[src/rtl/hilbert_pkg.sv]
// rtl/hilbert_pkg.sv - shared defaults and round/saturate helper for Hilbert output taps
package hilbert_pkg;

    localparam int DEF_ACC_W = 24;
    localparam int DEF_OUT_W = 16;
    localparam int DEF_SHIFT = 8;
    localparam int DEF_DEPTH = 4;

    // Working width of round_sat; callers sign-extend into it and take the low OUT_W bits.
    localparam int MAX_W = 64;

    typedef struct packed {
        logic                    sat;
        logic signed [MAX_W-1:0] value;
    } rs_t;

    // Round-half-up, arithmetic shift, then clamp to a signed out_w range.
    function automatic rs_t round_sat(
        input logic signed [MAX_W-1:0] acc,
        input int                      shift,
        input int                      out_w
    );
        logic signed [MAX_W-1:0] half;
        logic signed [MAX_W-1:0] sum;
        logic signed [MAX_W-1:0] scaled;
        logic signed [MAX_W-1:0] hi;
        logic signed [MAX_W-1:0] lo;
        rs_t                     r;
        half   = 64'sd1 <<< (shift - 1);
        sum    = acc + half;
        scaled = sum >>> shift;
        hi     = (64'sd1 <<< (out_w - 1)) - 64'sd1;
        lo     = -(64'sd1 <<< (out_w - 1));
        r.sat   = 1'b0;
        r.value = scaled;
        if (scaled > hi) begin
            r.sat   = 1'b1;
            r.value = hi;
        end else if (scaled < lo) begin
            r.sat   = 1'b1;
            r.value = lo;
        end
        return r;
    endfunction

endpackage

[src/rtl/result_fifo.sv]
// rtl/result_fifo.sv - circular result buffer with push/pop, occupancy and drop reporting
module result_fifo
    import hilbert_pkg::*;
#(
    parameter int W     = DEF_OUT_W,
    parameter int DEPTH = DEF_DEPTH
) (
    input  logic                   clk,
    input  logic                   rst,
    input  logic                   push,
    input  logic                   pop,
    input  logic [W-1:0]           wdata,
    output logic [W-1:0]           rdata,
    output logic                   valid,
    output logic [$clog2(DEPTH):0] level,
    output logic                   full,
    output logic                   push_ok,
    output logic                   drop
);

    localparam int PW = $clog2(DEPTH);
    localparam int LW = PW + 1;

    logic [W-1:0]  mem [DEPTH];
    logic [PW-1:0] wptr;
    logic [PW-1:0] rptr;
    logic [LW-1:0] level_next;
    logic          do_pop;

    assign valid   = (level != '0);
    assign do_pop  = pop && valid;
    // A pop in the same cycle frees the slot, so a full buffer still accepts.
    assign push_ok = push && (!full || do_pop);
    assign drop    = push && full && !do_pop;
    assign rdata   = valid ? mem[rptr] : '0;

    always_comb begin
        level_next = level;
        case ({push_ok, do_pop})
            2'b10:   level_next = level + 1'b1;
            2'b01:   level_next = level - 1'b1;
            default: level_next = level;
        endcase
    end

    always_ff @(posedge clk) begin
        if (push_ok) begin
            mem[wptr] <= wdata;
        end
    end

    always_ff @(posedge clk) begin
        if (rst) begin
            wptr  <= '0;
            rptr  <= '0;
            level <= '0;
            full  <= 1'b0;
        end else begin
            if (push_ok) begin
                wptr <= wptr + 1'b1;
            end
            if (do_pop) begin
                rptr <= rptr + 1'b1;
            end
            level <= level_next;
            full  <= (level_next == LW'(DEPTH));
        end
    end

endmodule

[src/rtl/hilbert_out_stage.sv]
// rtl/hilbert_out_stage.sv - round/saturate SOT capture, result queue and sticky status
module hilbert_out_stage
    import hilbert_pkg::*;
#(
    parameter int ACC_W = DEF_ACC_W,
    parameter int OUT_W = DEF_OUT_W,
    parameter int SHIFT = DEF_SHIFT,
    parameter int DEPTH = DEF_DEPTH
) (
    input  logic                   clk,
    input  logic                   rst,
    input  logic                   done,
    input  logic [ACC_W-1:0]       sot,
    input  logic                   out_ready,
    input  logic                   clr_flags,
    output logic                   out_valid,
    output logic [OUT_W-1:0]       out_data,
    output logic                   full,
    output logic [$clog2(DEPTH):0] level,
    output logic                   ovf,
    output logic                   sat,
    output logic [15:0]            frame_cnt
);

    logic [MAX_W-1:0] sot_ext;
    rs_t              rs;
    logic             unused_hi;
    logic             s1_vld;
    logic [OUT_W-1:0] s1_data;
    logic             push_ok;
    logic             drop;

    assign sot_ext = {{(MAX_W-ACC_W){sot[ACC_W-1]}}, sot};

    always_comb begin
        rs = round_sat(sot_ext, SHIFT, OUT_W);
    end

    // After the clamp the upper bits are only sign extension.
    assign unused_hi = ^rs.value[MAX_W-1:OUT_W];

    always_ff @(posedge clk) begin
        if (rst) begin
            s1_vld  <= 1'b0;
            s1_data <= '0;
        end else begin
            s1_vld <= done;
            if (done) begin
                s1_data <= rs.value[OUT_W-1:0];
            end
        end
    end

    result_fifo #(
        .W     (OUT_W),
        .DEPTH (DEPTH)
    ) u_fifo (
        .clk     (clk),
        .rst     (rst),
        .push    (s1_vld),
        .pop     (out_ready),
        .wdata   (s1_data),
        .rdata   (out_data),
        .valid   (out_valid),
        .level   (level),
        .full    (full),
        .push_ok (push_ok),
        .drop    (drop)
    );

    // Set has priority over clear so an event coinciding with clr_flags is not lost.
    always_ff @(posedge clk) begin
        if (rst) begin
            sat       <= 1'b0;
            ovf       <= 1'b0;
            frame_cnt <= '0;
        end else begin
            if (done && rs.sat) begin
                sat <= 1'b1;
            end else if (clr_flags) begin
                sat <= 1'b0;
            end
            if (drop) begin
                ovf <= 1'b1;
            end else if (clr_flags) begin
                ovf <= 1'b0;
            end
            if (push_ok) begin
                frame_cnt <= frame_cnt + 16'd1;
            end
        end
    end

endmodule
[config.mk]
export PLATFORM = sky130hd
export DESIGN_NAME = hilbert_out_stage
export DESIGN_NICKNAME = d
export VERILOG_FILES = /design/src/rtl/hilbert_pkg.sv /design/src/rtl/result_fifo.sv /design/src/rtl/hilbert_out_stage.sv
export SDC_FILE = /design/constraint.sdc
export NUM_CORES = 1
export LEC_CHECK = 0
export BUFFER_PORTS_ARGS = -buffer_cell sky130_fd_sc_hd__buf_2
export CAP_MARGIN = 10
export CORE_ASPECT_RATIO = 1.75
export CORE_MARGIN = 10
export CORE_UTILIZATION = 57
export DETAILED_ROUTE_END_ITERATION = 12
export MAX_ROUTING_LAYER = met4
export PLACE_DENSITY = 0.76
export SLEW_MARGIN = 20
export SYNTH_ARGS = -nofsm -noshare
export SYNTH_HDL_FRONTEND = slang
export SYNTH_SLANG_ARGS = --single-unit
export TNS_END_PERCENT = 5
[constraint.sdc]
create_clock -name clk -period 2.5 [get_ports clk]
set_clock_uncertainty 0.1 [all_clocks]
set_input_delay 0.25 -clock clk [delete_from_list [all_inputs] [get_ports clk]]
set_output_delay 0.25 -clock clk [all_outputs]
set_load 0.03 [all_outputs]
==> results.md, run 1 <==
- Slew @ Worst Pin: approximately 0.86 ns
- Post-cts resize count: 0
- Worst setup SP type: flop
- Tightest Hold Check Type: primary input to flop
- Clk_lat worst skew: between 0.3 and 0.4 ns
- Top_reg_cell synth: edfxtp_1
- Vias in the first global route: 3077
- First-pass GRT wire length: 15060 µm
- Grt total ovfl: 0
- RD Place Congestion: 0.7847
- CTS Root Cell: clkbuf_16
- Drt first pass iters: 5
- TNS Setup: 0 ns
- Initial Util: 57.98%
- Postcts setup bufs: 0
- Die Ht: 140.8 µm
- Largest net degree at the start of global routing: 48
- RSZ-0062 raised after global routing: no
- Yosys warning total: 0
- Fmax: 424.2 MHz
- Ports: 68
- Vias post-DR: 3135
- Worst Path Arrival: 2.45 ns
- Leak Pwr: 1.980 nW
- CORE AREA: between 8000 and 9000 µm²
- Maximum buffer depth of the clock tree: 2
- Cts-stage hold buffer count: 0
- Tmin final: 2.357 ns
- Synth cell types: 51
- DR vias/cell: between 5 and 6
- Req. time, crit path: 2.59 ns
- Die W: slightly below 90 µm
- CTS Buf Count: 9
- Clock sink count: 109
- Dpl hpwl: 6786 µm
- Status: complete, no violations
- Hold Crit Depth: 4
- Area grow syn2layout: 15.00%
- Endpoint class of the critical path: flop
- Post-route ant nets: 0
- Setup-failing EPs final: 0
- Fillers: 590
- Commonest cells after routing, fill and taps aside: edfxtp_1, buf_2, dfxtp_1, nor2_1, nor2b_1
- FFs w/ async S/R, synth: 0%
- Nets@finish: between 400 and 500
- CP max FO: 7
- Iter 0 DRT Violations: 117
- Sequential fraction of the synthesis area: 59.35%
- Register-to-Register Path Depth: 11
- CTS tree: built
- Syn nets: 405
- Total chip power: 5.102 mW
- Commonest non-fill, non-tap cell in the layout: edfxtp_1
- H-tree lvl count: 3
- Detailed-route wire length: 9362 µm
- Cell Pwr Density: 933.0 nW/µm²
- Count of buffers from port buffering: 60
- Final Hold Fails: 0
- GR Util All Layers: 15.96%
- Critical path class: flop to flop
- DR WL/cell: 17.70 µm
- EDFF count, synth: 64
- Row count: 44
- Initial antenna violation count: 0
- Post-synthesis cell count: 368
- Die area: 12540 µm²
- Multi-input gate area: 1818 µm²
- Antenna cells: 0
- Residual DRC count: 0
- Worst vdd ir: 0.5961 mV
- Synth Cell Area: 4756 µm²
- Fraction of final layout cells sized beyond drive strength 1: approximately a quarter
- Worst rel slew slack: 42.57%
- Reg area: 2823 µm²
- Clock-pin slew on the worst setup and hold paths: 0.07 ns
- Final Cycle Share: 94.29%
- Max cap viols: 0
- Slew Limit Fails: 0
- Syn Area/Cell: 12.92 µm²
- Flops & latches, synth: 109
-- final cells by class --
| class | instances | share of cell area [%] |
|---|---|---|
| clock inverters | 7 | 1.327 |
| well taps | 92 | 2.105 |
| multi-input cells | 232 | 33.24 |
| inverters | 10 | 0.7321 |
| repair buffers | 70 | 6.863 |
| flip-flops and latches | 109 | 51.61 |
| clock buffers | 9 | 4.118 |
-- stage by stage --
| step | hold slack (ns) | instances | area (µm²) | setup WS [ns] | utilization (%) |
|---|---|---|---|---|---|
| 2_1_floorplan | 0.3214 | 368 | 4756 | 0.1103 | - |
| 3_3_place_gp | 0.3645 | 513 | 5171 | 0.2139 | 63.04 |
| 3_5_place_dp | 0.3754 | 513 | 5171 | 0.1405 | 63.04 |
| 4_1_cts | 0.07732 | 529 | 5469 | 0.1254 | 66.67 |
| 5_1_grt | 0.1047 | 529 | 5469 | 0.04351 | 66.67 |
| 6_report | 0.08665 | 529 | 5469 | 0.1427 | 66.67 |
-- registers in the layout, indices dropped and copies added, names as in the netlist, named ones only --
| name | flops |
|---|---|
| u_fifo.mem | 64 |
| s1_vld | 1 |
| s1_data | 16 |
| u_fifo.rptr | 2 |
| ovf | 1 |
| sat | 1 |
| frame_cnt | 16 |
| u_fifo.level | 3 |
| u_fifo.full | 1 |
| u_fifo.wptr | 2 |
-- final timing paths --
kind | slack, ns | end | startpoint
worst min register to register | 0.38 | sat | sat
worst max-delay path | 0.14 | u_fifo.full | u_fifo.level[2]
worst max register to register | 0.14 | u_fifo.full | u_fifo.level[2]
worst min-delay path | 0.09 | sat | clr_flags
-- critical path, stage by stage, from the launching register on --
cell and delay, ns:
dfxtp_1 0.36, o31ai_2 0.30, buf_4 0.19, a21boi_4 0.07
inv_4 0.10, ha_1 0.18, inv_1 0.06, fa_1 0.37
xor2_1 0.15, nor2_1 0.11, xnor2_1 0.15, nor3_1 0.07
-- synth_stat cells, types with 2 or more instances --
library cell	instances	share of area [%]
edfxtp_1	64	40
dfxtp_1	45	19
nor2_1	29	2.3
nor2b_1	20	2.6
mux4_2	16	7.6
nand2_1	16	1.3
xor2_1	13	2.4
a21oi_1	12	1.3
o21ai_0	12	1.3
nand3_1	10	1.1
nand4_1	10	1.3
a211oi_1	9	1.4
clkbuf_1	9	0.71
inv_1	8	0.63
or3_1	8	1.1
ha_1	7	1.8
xnor2_1	7	1.3
and2_1	6	0.79
and4_1	6	1.1
nor3_1	6	0.63
and3_1	5	0.66
buf_2	4	0.42
o211ai_1	4	0.63
o21a_1	3	0.47
o22ai_1	3	0.39
or4_1	3	0.47
a211oi_2	2	0.53
a21boi_0	2	0.32
a311oi_1	2	0.37
buf_1	2	0.16
o2111ai_2	2	0.63
o21ba_2	2	0.42
o31ai_1	2	0.32
o32ai_1	2	0.37
-- layer usage --
layer	vias up	share of wire (%)	global-route usage (%)
li1	1523	-	-
met4	0	2.2	6.397
met3	16	3.9	3.116
met5	-	0	-
met2	81	54	27.44
met1	1515	39	17.41
-- where the power goes --
group	switching, mW	leakage [nW]	internal, mW	total [mW]
sequential	0.0868	0.960	2.02	2.11
combinational	0.993	0.876	0.593	1.59
clock	0.628	0.144	0.780	1.41
total	1.71	1.98	3.40	5.10
-- cell families (layout without fill, tap and decap cells) --
| logic type | count (synthesis) | in the layout | share of synthesized area (%) |
|---|---|---|---|
| compound gates | 63 | 63 | 9.945 |
| simple gates | 123 | 123 | 14.21 |
| buf+inv | 27 | 96 | 2.526 |
| xor+xnor | 20 | 20 | 3.683 |
| fa+ha+maj | 8 | 8 | 2.262 |
| flops | 109 | 109 | 59.35 |
| mux | 18 | 18 | 8.024 |
(Power assumes the default switching activity.)
==> run 2, diff against run 1 <==
- ABC_AREA: unset -> 1
==> run 2 against run 1 <==
Net effect: global-route usage increased by 2.4 points; first-iteration DRC count increased by 92%; final area increased by 3.7%; synthesized area increased by 4.2%; critical path type unchanged.
==> results.md, run 2 <==
- Fmax: 440.4 MHz
- Crit path max-delay family: simple AND/OR/NAND/NOR gates
- Ports: 68
- Slowest CP cell: fa_1
- Post-synthesis cell count: 571
- Sequential fraction of the synthesis area: 56.94%
- Commonest cells in the netlist: nor2_1, nand2_1, edfxtp_1, o21ai_0, inv_1
- Worst vdd ir: ~0.6 mV
- Syn Area/Cell: 8.682 µm²
- DR vias/cell: around 5.3
- Initial Util: 57.92%
- WP buf/inv: 2
- Clock-pin slew on the worst setup and hold paths: 0.07 ns
- Detailed-route wire length: 11430 µm
- Commonest cells after routing, fill and taps aside: nor2_1, nand2_1, edfxtp_1, buf_2, o21ai_0
- Leak Pwr: 2.344 nW
- Placed cell areas: approximately 5400 µm²
- First-pass GRT wire length: 18610 µm
- Most common cell on crit path: nand2_1
- Iter 0 DRT Violations: 225
- Synth Cell Area: 4957 µm²
- Die area: 12970 µm²
- Synth area leader: edfxtp_1
- Antenna cells: 0
- Die Ht: 143.4 µm
- Max cap viols: 0
- Area grow syn2layout: 14.41%
- Initial antenna violation count: 0
- CTS tree: built
- Fillers: 732
- Synth area leaders: edfxtp_1, dfxtp_1, nor2_1
- Die W: just over 90 µm
- Vias post-DR: 3961
- Top_reg_cell synth: edfxtp_1
- Drt first pass iters: 5
- TNS Setup: 0 ns
- Largest net degree at the start of global routing: 33
- Dpl hpwl: roughly 8300 µm
- Residual DRC count: 0
- Grt total ovfl: 0
- Nets@finish: 667
- Largest register FFs: 64
- Design area: ~5700 µm²
- Postcts setup bufs: 0
- Flops & latches, synth: 109
- CTS Root Cell: clkbuf_16
- Final cell count without fillers: between 700 and 800
- Core Util, Final: roughly two thirds
- Post-Place Cells: 735
- Hold slack final: 0.07493 ns
- Post-cts resize count: 0
- Worst Path Arrival: 2.45 ns
- CP max stage delay: just over 0.4 ns
- FFs w/ async S/R, synth: 0%
- Fraction of final layout cells sized beyond drive strength 1: 15.91%
- Tightest Hold Check Type: primary input to flop
- Critical path class: flop to flop
- Worst setup SP type: flop
- Endpoint class of the critical path: flop
- Final Hold Fails: 0
- Row count: 45
- CTS Buf Count: 9
- Status: complete, no violations
- Synth cell types: 31
- Cts-stage hold buffer count: 0
- CORE AREA: 8558 µm²
- Clk_lat worst skew: 0.34 ns
- Tmin final: 2.271 ns
- R2R Setup Slk: 0.23 ns
- Slew @ Worst Pin: 0.6775 ns
- Maximum buffer depth of the clock tree: 2
- Count leader, synth: nor2_1
- DR WL/cell: 15.20 µm
- Count of buffers from port buffering: 60
- Commonest non-fill, non-tap cell in the layout: nor2_1
- Vias in the first global route: 3896
- Syn nets: 608
- Post-route ant nets: 0
- Req. time, crit path: 2.68 ns
- Share of the synthesized area in the top cell type: 38.77%
- Top Registers: u_fifo.mem (64), frame_cnt (16), s1_data (16)
- Cell Pwr Density: about 860 nW/µm²
- Slew Limit Fails: 0
- Largest Register: u_fifo.mem
- EDFF count, synth: 64
- Clock sink count: roughly 110
- Worst path cell trace: inv_1 -> nand3_4 -> nand2_1 -> nand2_1 -> nand2_1 -> ha_1 -> inv_1 -> fa_1 -> nand2_1 -> nand2_1 -> nor2_1 -> o21ai_0 -> a21oi_1 -> and3_1
- CP max FO: 3
- Final Cycle Share: 90.83%
- Yosys warning total: 0
- Worst rel slew slack: 54.78%
- H-tree lvl count: 3
- RSZ-0062 raised after global routing: no
- RD Place Congestion: 0.8987
- Setup-failing EPs final: 0
- GR Util All Layers: a little under a fifth
## run 2: cell types whose count changed in the layout (fill, tap and decap cells not counted), moves of 12 or more
cell / previous run / this run
nor2_1: 29 / 131
nand2_1: 16 / 89
inv_1: 8 / 48
o21ai_0: 12 / 50
a21oi_1: 12 / 43
nor2b_1: 20 / 0
mux4_2: 16 / 0
nand3_1: 10 / 22
## run 2: power breakdown
part           internal [mW]  leakage [nW]  switching, mW
Combinational          0.424          1.25           1.08
Sequential              2.02         0.962         0.0863
Clock                  0.671         0.127          0.605
## run 2: cells by family (layout without fill, tap and decap cells)
family          count (synthesis)  in the layout  synth area share (%)
flops                         109            109                 56.94
xor+xnor                       13             13                 2.297
simple gates                  269            269                 22.44
compound gates                 99             99                 10.30
buf+inv                        73            137                 5.855
fa+ha+maj                       8              8                 2.171
## run 2: worst paths after layout
| path | from | depth (start not counted) | to |
|---|---|---|---|
| min | clr_flags | 4 | sat |
| max | u_fifo.level[0] | 14 | u_fifo.full |
| max reg2reg | u_fifo.level[0] | 14 | u_fifo.full |
| min reg2reg | sat | 2 | sat |
## run 2: layout make-up
cell class	count	area (µm²)	share of cell area, %
multi-input cells	389	1857	32.74
clock inverters	5	30.03	0.5295
repair buffers	70	387.9	6.839
flip-flops and latches	109	2826	49.83
clock buffers	11	232.7	4.103
well taps	117	146.4	2.581
inverters	51	191.4	3.375
## run 2: stage by stage
stage          power [mW]  setup WS, ns
2_1_floorplan       3.189       0.01431
3_3_place_gp        3.615        0.3806
3_5_place_dp        3.660        0.2679
4_1_cts             4.933        0.2397
5_1_grt             5.130       0.01510
6_report            4.883        0.2292
## run 2: worst min-delay path: stages
cell,delay (ns)
buf_2,0.08
inv_1,0.04
nand3_1,0.05
nand2_1,0.05
## run 2: routing by layer
metal / GRT usage (%) / vias up / wire, µm
met4: 6.818 / 0 / 250
met3: 3.499 / 21 / 385
met2: 34.65 / 95 / 6311
met5: - / - / 0
li1: - / 1996 / -
met1: 18.30 / 1849 / 4482
==> run 3, diff against run 2 <==
- RECOVER_POWER: unset -> 100
==> run 3 against run 2 <==
Net effect: sequential share of layout area is 0.69 points higher; critical endpoint unchanged; combinational power down 3%; wire length shrank 0.10%.
==> results.md, run 3 (same netlist as run 2, synthesis figures left out) <==
- Drt first pass iters: 4
- DR WL/cell: around 15 µm
- Commonest cells after routing, fill and taps aside: nor2_1, nand2_1, edfxtp_1, o21ai_0, inv_1
- DP Worst Slack: between 0.2 and 0.3 ns
- Fillers: around 750
- Initial antenna violation count: 0
- Die Ht: 143.4 µm
- Core Util, Final: ~65%
- CTS tree: built
- Tightest Hold Check Type: primary input to flop
- DR vias/cell: ~5.3
- Max cap viols: 0
- Endpoint class of the critical path: flop
- TNS Setup: 0 ns
- Register-to-Register Path Depth: 14
- Post-route ant nets: 0
- Ports: 68
- Iter 0 DRT Violations: 255
- Largest Register: u_fifo.mem
- H-tree lvl count: 3
- CTS Buf Count: 9
- Cts-stage hold buffer count: 0
- Hold Crit Depth: 4
- Maximum buffer depth of the clock tree: 2
- Count of buffers from port buffering: 60
- Crit path launch: u_fifo.level[0]
- Worst vdd ir: ~0.60 mV
- Area grow syn2layout: 12.85%
- Reg area: approximately 2800 µm²
- Clock-pin slew on the worst setup and hold paths: 0.07 ns
- Final Cycle Share: between 90 and 100%
- RD Place Congestion: 0.8987
- Leak Pwr: 2.186 nW
- Clk_lat worst skew: 0.34 ns
- Residual DRC count: 0
- Initial Util: 57.92%
- Cell Pwr Density: 864.8 nW/µm²
- Top Registers: u_fifo.mem (64), frame_cnt (16), s1_data (16)
- GR Util All Layers: 18.40%
- Worst setup margin: 0.2291 ns
- Dpl hpwl: 8258 µm
- Multi-input gate area: 1837 µm²
- Req. time, crit path: 2.68 ns
- Critical path class: flop to flop
- Die W: 90.50 µm
- Grt total ovfl: 0
- Worst setup SP type: flop
- Status: complete, no violations
- Clock sink count: 109
- First-pass GRT wire length: between 15000 and 20000 µm
- Antenna cells: 0
- Largest register FFs: 64
- CORE AREA: 8558 µm²
- Worst Path Arrival: ~2.5 ns
- CTS Root Cell: clkbuf_16
- Tmin final: 2.271 ns
- RSZ-0062 raised after global routing: no
- Hold_sp: clr_flags
- Fmax: 440.4 MHz
- Vias post-DR: 3985
- Row count: 45
- Worst rel slew slack: about a quarter
- Largest net degree at the start of global routing: 33
- Nets@finish: 667
- Vias in the first global route: 3896
- Fraction of final layout cells sized beyond drive strength 1: under 10%
- Setup-failing EPs final: 0
- CP max FO: 3
- Detailed-route wire length: 11420 µm
- Die area: 12970 µm²
- Slew Limit Fails: 0
- Final Hold Fails: 0
- Reg2reg start: u_fifo.level[0]
- Commonest non-fill, non-tap cell in the layout: nor2_1
- Hold slack final: 0.07217 ns
- Slew @ Worst Pin: 1.149 ns
[run 3: changes by cell type in the layout (fill, tap and decap cells not counted), sizes merged]
| cell | delta |
|---|---|
| clkbuf | +43 |
| buf | -43 |
[run 3: repair_timing]
action                                 in CTS  in global routing
gates resized for setup                     0                  0
setup buffers                               0                  1
endpoints found under the hold margin       0                  0
setup endpoints to repair                   0                  1
[run 3: area by class of cell]
cell class,instances,area share [%]
Timing Repair Buffer,70,5.905
Clock buffer,11,4.160
Sequential cell,109,50.53
Inverter,51,3.422
Tap cell,117,2.617
Clock inverter,5,0.5368
Multi-Input combinational cell,389,32.83
[run 3: worst paths after layout]
check,to,slack (ns)
worst max register to register,u_fifo.full,0.23
worst min register to register,sat,0.37
worst min-delay path,sat,0.07
worst max-delay path,u_fifo.full,0.23
[run 3: per-layer routing]
| metal | GRT usage (%) | up-vias | part of all wire, % |
|---|---|---|---|
| met5 | - | - | 0 |
| met2 | 34.65 | 116 | 56 |
| met3 | 3.499 | 23 | 4.2 |
| met4 | 6.818 | 0 | 2.3 |
| li1 | - | 1994 | - |
| met1 | 18.30 | 1852 | 38 |
[run 3: power by group]
part	leakage, nW	internal [mW]	switching [mW]
combinational	1.10	0.372	1.08
sequential	0.962	2.02	0.0859
clock	0.127	0.671	0.607
total	2.19	3.06	1.77
[run 3: critical path, cell delays in order, from the launching register on]
cell and delay (ns):
dfxtp_2 0.33, inv_1 0.14, nand3_4 0.10, nand2_1 0.09, nand2_1 0.06, nand2_1 0.08, ha_1 0.15, inv_1 0.07
fa_1 0.41, nand2_1 0.09, nand2_1 0.05, nor2_1 0.11, o21ai_0 0.09, a21oi_1 0.18, and3_1 0.17
[run 3: metrics by stage]
step | std cells | cell area (µm²) | power, mW
floorplan | 571 | 4974 | 3.189
global placement | 735 | 5401 | 3.615
detailed placement | 735 | 5401 | 3.660
CTS | 751 | 5664 | 4.933
global route | 752 | 5594 | 5.082
finish | 752 | 5594 | 4.838
